==> config.mk <==
export PLATFORM = sky130hd
export DESIGN_NAME = cpu_phase_sequencer
export DESIGN_NICKNAME = d
export VERILOG_FILES = /design/src/rtl/cpu_phase_sequencer.sv
export SDC_FILE = /design/constraint.sdc
export NUM_CORES = 1
export LEC_CHECK = 0
export ABC_CLOCK_PERIOD_IN_PS = 2200
export CORE_ASPECT_RATIO = 0.6
export CORE_MARGIN = 4
export CORE_UTILIZATION = 30
export CTS_BUF_LIST = sky130_fd_sc_hd__clkbuf_4
export CTS_CLUSTER_DIAMETER = 80
export DETAILED_ROUTE_END_ITERATION = 7
export PLACE_DENSITY = 0.5
export SYNTH_ARGS = -nofsm -noshare
export SYNTH_HDL_FRONTEND = slang
export SYNTH_SLANG_ARGS = --single-unit
==> constraint.sdc <==
create_clock -name clk -period 2.2 [get_ports clk]
set_input_delay 0.22 -clock clk [delete_from_list [all_inputs] [get_ports clk]]
set_output_delay 0.22 -clock clk [all_outputs]
set_load 0.02 [all_outputs]
==> src/rtl/cpu_phase_sequencer.sv <==
// Multicycle FETCH/DECODE/EXEC/WB sequencer; 4 cycles per instruction with zero-wait fetch.
// Stalls in FETCH until mem_ready, trapping to HALT after FETCH_TMO waiting cycles.
module cpu_phase_sequencer #(
  parameter int CNT_W     = 16,
  parameter int FETCH_TMO = 8
) (
  input  logic             clk,
  input  logic             reset,
  input  logic             run,
  input  logic             step,
  input  logic             halt_req,
  input  logic             clear,
  input  logic             mem_ready,
  input  logic [3:0]       op_code,
  output logic             fetch_en,
  output logic             dec_en,
  output logic             ex_en,
  output logic             wb_en,
  output logic             reg_we,
  output logic             busy,
  output logic             halted,
  output logic             illegal,
  output logic             timeout,
  output logic [CNT_W-1:0] retire_cnt
);

  localparam logic [2:0] S_IDLE   = 3'd0;
  localparam logic [2:0] S_FETCH  = 3'd1;
  localparam logic [2:0] S_DECODE = 3'd2;
  localparam logic [2:0] S_EXEC   = 3'd3;
  localparam logic [2:0] S_WB     = 3'd4;
  localparam logic [2:0] S_HALT   = 3'd5;

  localparam int              WAIT_W    = $clog2(FETCH_TMO + 1);
  localparam logic [WAIT_W-1:0] WAIT_LAST = WAIT_W'(FETCH_TMO - 1);

  logic [2:0]        state;
  logic [2:0]        state_nxt;
  logic [3:0]        opcode_q;
  logic [WAIT_W-1:0] wait_cnt;
  logic              step_mode;
  logic              halt_lat;
  logic              op_writes;
  logic              op_hlt;
  logic              cur_busy;
  logic              nxt_busy;

  assign op_writes = (opcode_q <= 4'd4);
  assign op_hlt    = (opcode_q == 4'hF);
  assign cur_busy  = (state == S_FETCH) || (state == S_DECODE) ||
                     (state == S_EXEC)  || (state == S_WB);
  assign nxt_busy  = (state_nxt == S_FETCH) || (state_nxt == S_DECODE) ||
                     (state_nxt == S_EXEC)  || (state_nxt == S_WB);

  always_comb begin
    state_nxt = state;
    case (state)
      S_IDLE: begin
        if (halt_req)         state_nxt = S_HALT;
        else if (run || step) state_nxt = S_FETCH;
      end
      S_FETCH: begin
        if (mem_ready)                 state_nxt = S_DECODE;
        else if (wait_cnt == WAIT_LAST) state_nxt = S_HALT;
      end
      S_DECODE: state_nxt = op_writes ? S_EXEC : S_HALT;
      S_EXEC:   state_nxt = S_WB;
      S_WB: begin
        // A halt request raised anywhere during the instruction wins here.
        if (halt_lat || halt_req) state_nxt = S_HALT;
        else if (step_mode)       state_nxt = S_IDLE;
        else if (run)             state_nxt = S_FETCH;
        else                      state_nxt = S_IDLE;
      end
      S_HALT: if (clear) state_nxt = S_IDLE;
      default: state_nxt = S_IDLE;
    endcase
  end

  always_ff @(posedge clk) begin
    if (!reset) begin
      state      <= S_IDLE;
      opcode_q   <= 4'd0;
      wait_cnt   <= '0;
      step_mode  <= 1'b0;
      halt_lat   <= 1'b0;
      fetch_en   <= 1'b0;
      dec_en     <= 1'b0;
      ex_en      <= 1'b0;
      wb_en      <= 1'b0;
      reg_we     <= 1'b0;
      busy       <= 1'b0;
      halted     <= 1'b0;
      illegal    <= 1'b0;
      timeout    <= 1'b0;
      retire_cnt <= '0;
    end else begin
      state    <= state_nxt;
      fetch_en <= (state_nxt == S_FETCH);
      dec_en   <= (state_nxt == S_DECODE);
      ex_en    <= (state_nxt == S_EXEC);
      wb_en    <= (state_nxt == S_WB);
      reg_we   <= (state_nxt == S_WB) && op_writes;
      busy     <= nxt_busy;
      halted   <= (state_nxt == S_HALT);

      if (state_nxt == S_FETCH && state != S_FETCH)
        wait_cnt <= '0;
      else if (state == S_FETCH && !mem_ready)
        wait_cnt <= wait_cnt + 1'b1;

      if (state == S_FETCH && mem_ready)
        opcode_q <= op_code;

      // Step mode only when step, not run, launched the instruction.
      if (state == S_IDLE && state_nxt == S_FETCH)
        step_mode <= !run;
      else if (!nxt_busy)
        step_mode <= 1'b0;

      if (state == S_WB || !nxt_busy)
        halt_lat <= 1'b0;
      else if (cur_busy)
        halt_lat <= halt_lat | halt_req;

      if (state == S_WB)
        retire_cnt <= retire_cnt + 1'b1;

      if (state == S_DECODE && !op_writes && !op_hlt)
        illegal <= 1'b1;
      else if (state == S_HALT && clear)
        illegal <= 1'b0;

      if (state == S_FETCH && !mem_ready && wait_cnt == WAIT_LAST)
        timeout <= 1'b1;
      else if (state == S_HALT && clear)
        timeout <= 1'b0;
    end
  end

endmodule

==> metrics.md, run 1 <==
| Metric | Value |
|---|---|
| Status | finished, final reports clean |
| Vias | around 1400 |
| Peak supply drop | about 0.25 mV |
| Setup Crit Path Kind | register to register |
| Post-synth EDFFs | 0 |
| Placeable Area | around 5500 um^2 |
| Multi-input gate area | approximately 900 um^2 |
| First-pass GRT wire length | about 6.3 mm |
| PD cells | 755 nW/um^2 |
| Die Width | 106 um |
| Post-Place Cells | between 200 and 300 |
| CP Max Fanout | 13 |
| Vias in the first global route | around 1300 |
| Clock Latency Late Sink | 0.34 ns |
| Die height | about 67 um |
| Worst Path Arrival | approximately 2.2 ns |
| Yosys cell types | 47 |
| Largest net degree at the start of global routing | 19 |
| Nets | 235 |
| I/O pin count | 36 |
| Clk sinks | 38 |
| Cell with the most instances after synthesis | dfxtp_1 |
| Dpl hpwl | 2.94 mm |
| Final setup fails | 0 |
| Antenna cells | 0 |
| Clock edge transition at the registers on the reported setup and hold paths | between 0.1 and 0.15 ns |
| DR vias/cell | approximately 4.5 |
| H-Tree Depth | 2 |
| Final max-slew violation count | 0 |
| Clk root buf | clkbuf_4 |
| CTS buffer count | 5 |
| Crit end category | register |
| Drc violations | 0 |
| Warnings from Yosys | 0 |
| Post-synthesis sequential area ratio | 0.443 |
| DIE AREA | 7030 um^2 |
| Final cell count without fillers | ~300 |
| Final period utilization | 0.920 |
| Setup TNS | 0 ns |
| Synth top area share | 0.443 |
| Total wire length | 3.88 mm |
| P_leak | just over 0.0008 uW |
| Asr flop ratio synth | 0 |
| Yosys top cell by area | dfxtp_1 |
| Iteration-0 DRC Markers | 52 |
| Layout cells sized above 1 | 0.136 |
| Drt first pass iters | 4 |
| FF+latch count, synth | 38 |
| Placer Congestion | approximately 0.74 |
| Hold Path Class | primary input to register |
| Worst Skew | roughly 0.0084 ns |
| CTS max path bufs | 2 |
| Antenna-violating nets left | 0 |
| Tot GR Track Use | 0.115 |
| Syn_area_per_cell | about 9.7 um^2 |
| Max-slew headroom | 0.676 |
| Setup repair bufs after CTS | 0 |
| Required time of the critical path | 2.42 ns |
| Register Area | between 700 and 800 um^2 |
| Area Overhead vs Synth | 29.8% |
| Initial Util | 0.309 |
| Fin. Hold Viols | 0 |
| Slew @ Worst Pin | about 0.49 ns |
| Post-synthesis cell count | 177 |
| Wirelength per Cell | ~13 um |
| Port buffer count | 35 |
| Max-cap violations | 0 |
| Hold buffers post-CTS | 0 |
| Cts repair resizes | 0 |
| Top cells by area, synth | dfxtp_1 (44%), nor2_1 (7.9%), xor2_1 (7.1%), mux2i_1 (3.5%), nand4_1 (2.2%) |
| TritonCTS clock tree | done |
| Fill count | between 500 and 600 |
| Primary FF master, synth | dfxtp_1 |
| Crit start category | register |
| Synth top cells by count | dfxtp_1 (38), nor2_1 (36), xor2_1 (14) |
| Placement Rows | 21 |
| Syn_nets | 190 |
| Initial antenna violation count | 0 |
| Top achievable clock speed | 494 MHz |
| RSZ-0062 raised after global routing | false |
| Cell Area, Synth | 1720 um^2 |
| Period minus WS final | 2.02 ns |
| Grt ovf | 0 |
[critical path, cell delays in order (launching register included)]
cell	delay, ns
dfxtp_1	0.64
nor4b_2	0.15
and4b_1	0.25
or3_4	0.36
o41ai_4	0.43
nor2_1	0.09
[power by group]
part / leakage [uW] / switching, uW / internal, uW
Clock: 0.0000246 / 209 / 109
Combinational: 0.000484 / 288 / 269
Sequential: 0.000308 / 55.1 / 750
Total: 0.000817 / 552 / 1130
[sequential cells by signal, summed over array words and instances, names as in the netlist]
| register | count |
|---|---|
| busy | 1 |
| dec_en | 1 |
| ex_en | 1 |
| fetch_en | 1 |
| halt_lat | 1 |
| halted | 1 |
| illegal | 1 |
| opcode_q | 4 |
| reg_we | 1 |
| retire_cnt | 16 |
| state | 3 |
| step_mode | 1 |
| timeout | 1 |
| wait_cnt | 4 |
| wb_en | 1 |
[stage by stage]
| stage | hold WS [ns] | util | cell area (um^2) | total power [uW] | setup slack [ns] |
|---|---|---|---|---|---|
| 2_1_floorplan | 0.337 | - | 1720 | 1190 | 0.478 |
| 3_3_place_gp | 0.487 | 0.394 | 2180 | 1380 | 0.0360 |
| 3_5_place_dp | 0.493 | 0.394 | 2180 | 1380 | 0.0112 |
| 4_1_cts | 0.483 | 0.401 | 2230 | 1700 | 0.170 |
| 5_1_grt | 0.499 | 0.401 | 2230 | 1780 | 0.0388 |
| 6_report | 0.492 | 0.401 | 2230 | 1680 | 0.176 |
[logic make-up after synthesis]
logic type	Yosys count	share of synthesized area
adder cells (fa/ha/maj)	2	0.0146
flip-flops	38	0.443
XOR/XNOR	18	0.0919
multiplexers	6	0.0350
AO/OA/AOI/OAI	16	0.0788
AND/OR/NAND/NOR	88	0.299
buffers and inverters	9	0.0372
[area by class of cell]
cell class	instances	area share
timing repair buffer	45	0.191
sequential	38	0.342
multi-input combinational	130	0.400
inverter	2	0.00337
clock inverter	1	0.00169
clock buffer	5	0.0169
tap	80	0.0450
[final timing paths]
kind              startpoint           to  slack, ns  depth (start not counted)
setup reg to reg    state[2]  wait_cnt[1]       0.18                          5
hold / removal    op_code[2]  opcode_q[2]       0.49                          3
hold reg to reg      illegal      illegal       0.51                          2
setup / recovery    state[2]  wait_cnt[1]       0.18                          5
[layer usage]
layer,share of wire,routed length [um],up-vias,track usage
met3,0.052,202,4,0.0426
met2,0.37,1450,29,0.146
li1,-,-,703,-
met1,0.56,2190,623,0.175
met4,0.0098,38,0,0.0339
met5,0,0,-,0
[cell usage in the layout (no fill, tap or decap), types with 3 or more instances in the layout]
cell type	synthesis	final
xnor2_1	4	4
mux2i_1	6	6
nand2b_1	3	3
xor2_1	14	14
and3_1	3	3
clkdlybuf4s50_1	0	35
and4_1	3	3
nand3_1	5	5
dfxtp_1	38	38
nand2_1	9	9
clkbuf_4	1	5
nor3_1	4	4
nand4_1	6	6
a21oi_1	4	4
buf_4	0	10
nor2_1	36	36
No activity file was read; power rests on OpenSTA's default activity.
==> inputs of run 2 (changes only) <==
SLEW_MARGIN = 20   (was default)
==> results of run 2 <==
The final DEF is identical to that of run 1; final timing and power are the same.
==> inputs of run 3 (changes only) <==
CTS_BUF_LIST = sky130_fd_sc_hd__clkbuf_8   (was sky130_fd_sc_hd__clkbuf_4)
GPL_TIMING_DRIVEN = 0   (was default)
==> run 3 against run 2 <==
- wire length is 1.1% lower
- clock skew is 0.0017 ns lower
- worst hold slack lost 0.0022 ns
- largest cell class unchanged
- utilization up 0.45 points
- via count shrank 1.8%
- first-iteration DRC count decreased by 13%
- global-route usage fell by 0.13 points
- register-to-register slack gained 0.08 ns
- die area did not move
- cell area is 1.1% higher
- critical path type unchanged
- flip-flop and latch count is the same
==> metrics.md, run 3 (synthesized netlist as in run 1, its figures left out) <==
| Metric | Value |
|---|---|
| Status | finished, final reports clean |
| Final max-slew violation count | 0 |
| Clock Latency Late Sink | roughly 0.28 ns |
| Antenna-violating nets left | 0 |
| DIE AREA | 7030 um^2 |
| Placement Rows | 21 |
| Placeable Area | about 5500 um^2 |
| Max-cap violations | 0 |
| PD cells | 787 nW/um^2 |
| Tot GR Track Use | 0.114 |
| Hold buffers post-CTS | 0 |
| Required time of the critical path | 2.36 ns |
| CP Cell Sequence | buf_6 > or3b_4 > a21oi_2 > nor3_2 > o41ai_4 > nor2_1 |
| Crit end category | register |
| Iteration-0 DRC Markers | between 40 and 50 |
| Slew @ Worst Pin | approximately 0.6 ns |
| Design Area, Final | 2250 um^2 |
| Crit start category | register |
| Worst Skew | about 0.0067 ns |
| Drc violations | 0 |
| Final setup fails | 0 |
| CTS max path bufs | 2 |
| Final cell count without fillers | around 300 |
| Clock edge transition at the registers on the reported setup and hold paths | 0.07 ns |
| Grt ovf | 0 |
| Max FFs per register | 16 |
| Worst Path Arrival | 2.10 ns |
| Placer Congestion | around 0.75 |
| Setup Crit Path Kind | register to register |
| Nets | 232 |
| I/O pin count | 36 |
| Wirelength per Cell | 12.8 um |
| Post-DP Area | 2170 um^2 |
| Vias in the first global route | approximately 1200 |
| Clk root buf | clkbuf_8 |
| Slowest stage delay, CP | about 0.46 ns |
| Initial Util | 0.309 |
| Area Overhead vs Synth | 31.2% |
| H-Tree Depth | 2 |
| Period minus WS final | between 1.5 and 2 ns |
| WP buf/inv | 1 |
| Delay-heaviest family, CP | compound AO/OA/AOI/OAI gates |
| Top achievable clock speed | ~510 MHz |
| P_leak | between 0.0008 and 0.0009 uW |
| Die Width | approximately 110 um |
| Hold Path Class | register to register |
| Commonest non-fill, non-tap cells in the layout | dfxtp_1 (38), nor2_1 (36), clkdlybuf4s50_1 (35) |
| Layout cells sized above 1 | 0.114 |
| DR vias/cell | 4.46 |
| TritonCTS clock tree | done |
| Worst setup margin | between 0.2 and 0.3 ns |
| Post-Place Cells | 292 |
| First-pass GRT wire length | 6.22 mm |
| Fin. Hold Viols | 0 |
| Largest net degree at the start of global routing | 11 |
| Clk sinks | 38 |
| Largest Register | retire_cnt |
| Initial antenna violation count | 0 |
| Die height | between 60 and 70 um |
| Drt first pass iters | 4 |
| CP max stage cell | dfxtp_1 |
| Port buffer count | 35 |
| Final period utilization | 0.885 |
| CTS buffer count | 5 |
| Total wire length | between 3 and 4 mm |
| CP Max Fanout | 10 |
| Commonest non-fill, non-tap cell in the layout | dfxtp_1 |
| Max-slew headroom | 0.603 |
| Top flop regs | retire_cnt x16, opcode_q x4, wait_cnt x4 |
| Dpl hpwl | approximately 2.9 mm |
| RSZ-0062 raised after global routing | false |
| Vias | between 1000 and 1500 |
| Peak supply drop | between 0.3 and 0.4 mV |
| Antenna cells | 0 |
| Dpl ws | -0.142 ns |
[run 3: repair_timing]
action | in CTS | in global routing
resized for setup | 0 | 1
setup buffers | 0 | 0
endpoints found under the setup margin | 0 | 3
[run 3: worst paths after layout]
kind / startpoint / endpoint / slack [ns] / cells past startpoint
min: illegal / illegal / 0.49 / 2
min reg2reg: illegal / illegal / 0.49 / 2
max: state[2] / wait_cnt[1] / 0.25 / 6
max reg2reg: state[2] / wait_cnt[1] / 0.25 / 6
[run 3: per-layer routing]
layer | part of all wire | GRT usage
met1 | 0.58 | 0.176
met2 | 0.37 | 0.147
met3 | 0.047 | 0.0387
met4 | 0.0076 | 0.0242
met5 | 0 | 0
[run 3: worst register-to-register path, cell delays in order, from the launching register on]
cell and delay (ns):
dfxtp_1 0.46, buf_6 0.18, or3b_4 0.39, a21oi_2 0.20, nor3_2 0.11, o41ai_4 0.40
nor2_1 0.09
[run 3: cell type report]
| class | instances | area, um^2 |
|---|---|---|
| buffer | 7 | 56.3 |
| clock buffer | 5 | 68.8 |
| clock inverter | 2 | 7.51 |
| fill | 573 | 3290 |
| inverter | 2 | 7.51 |
| multi-input combinational | 130 | 900 |
| sequential | 38 | 761 |
| tap | 80 | 100 |
| timing repair buffer | 35 | 350 |
[run 3: metrics by stage]
step	hold slack, ns	utilization	setup TNS (ns)	total power, uW
after floorplan	0.337	-	0	1190
after global placement	0.476	0.391	-0.704	1360
after detailed placement	0.480	0.391	-0.532	1350
after CTS	0.497	0.404	0	1790
after global routing	0.520	0.406	0	1880
final	0.490	0.406	0	1770
[run 3: report_power, final]
| group | switching, uW | internal, uW | total (uW) |
|---|---|---|---|
| registers | 44.8 | 750 | 795 |
| logic | 289 | 257 | 547 |
| clock network | 221 | 209 | 429 |
| total | 555 | 1220 | 1770 |
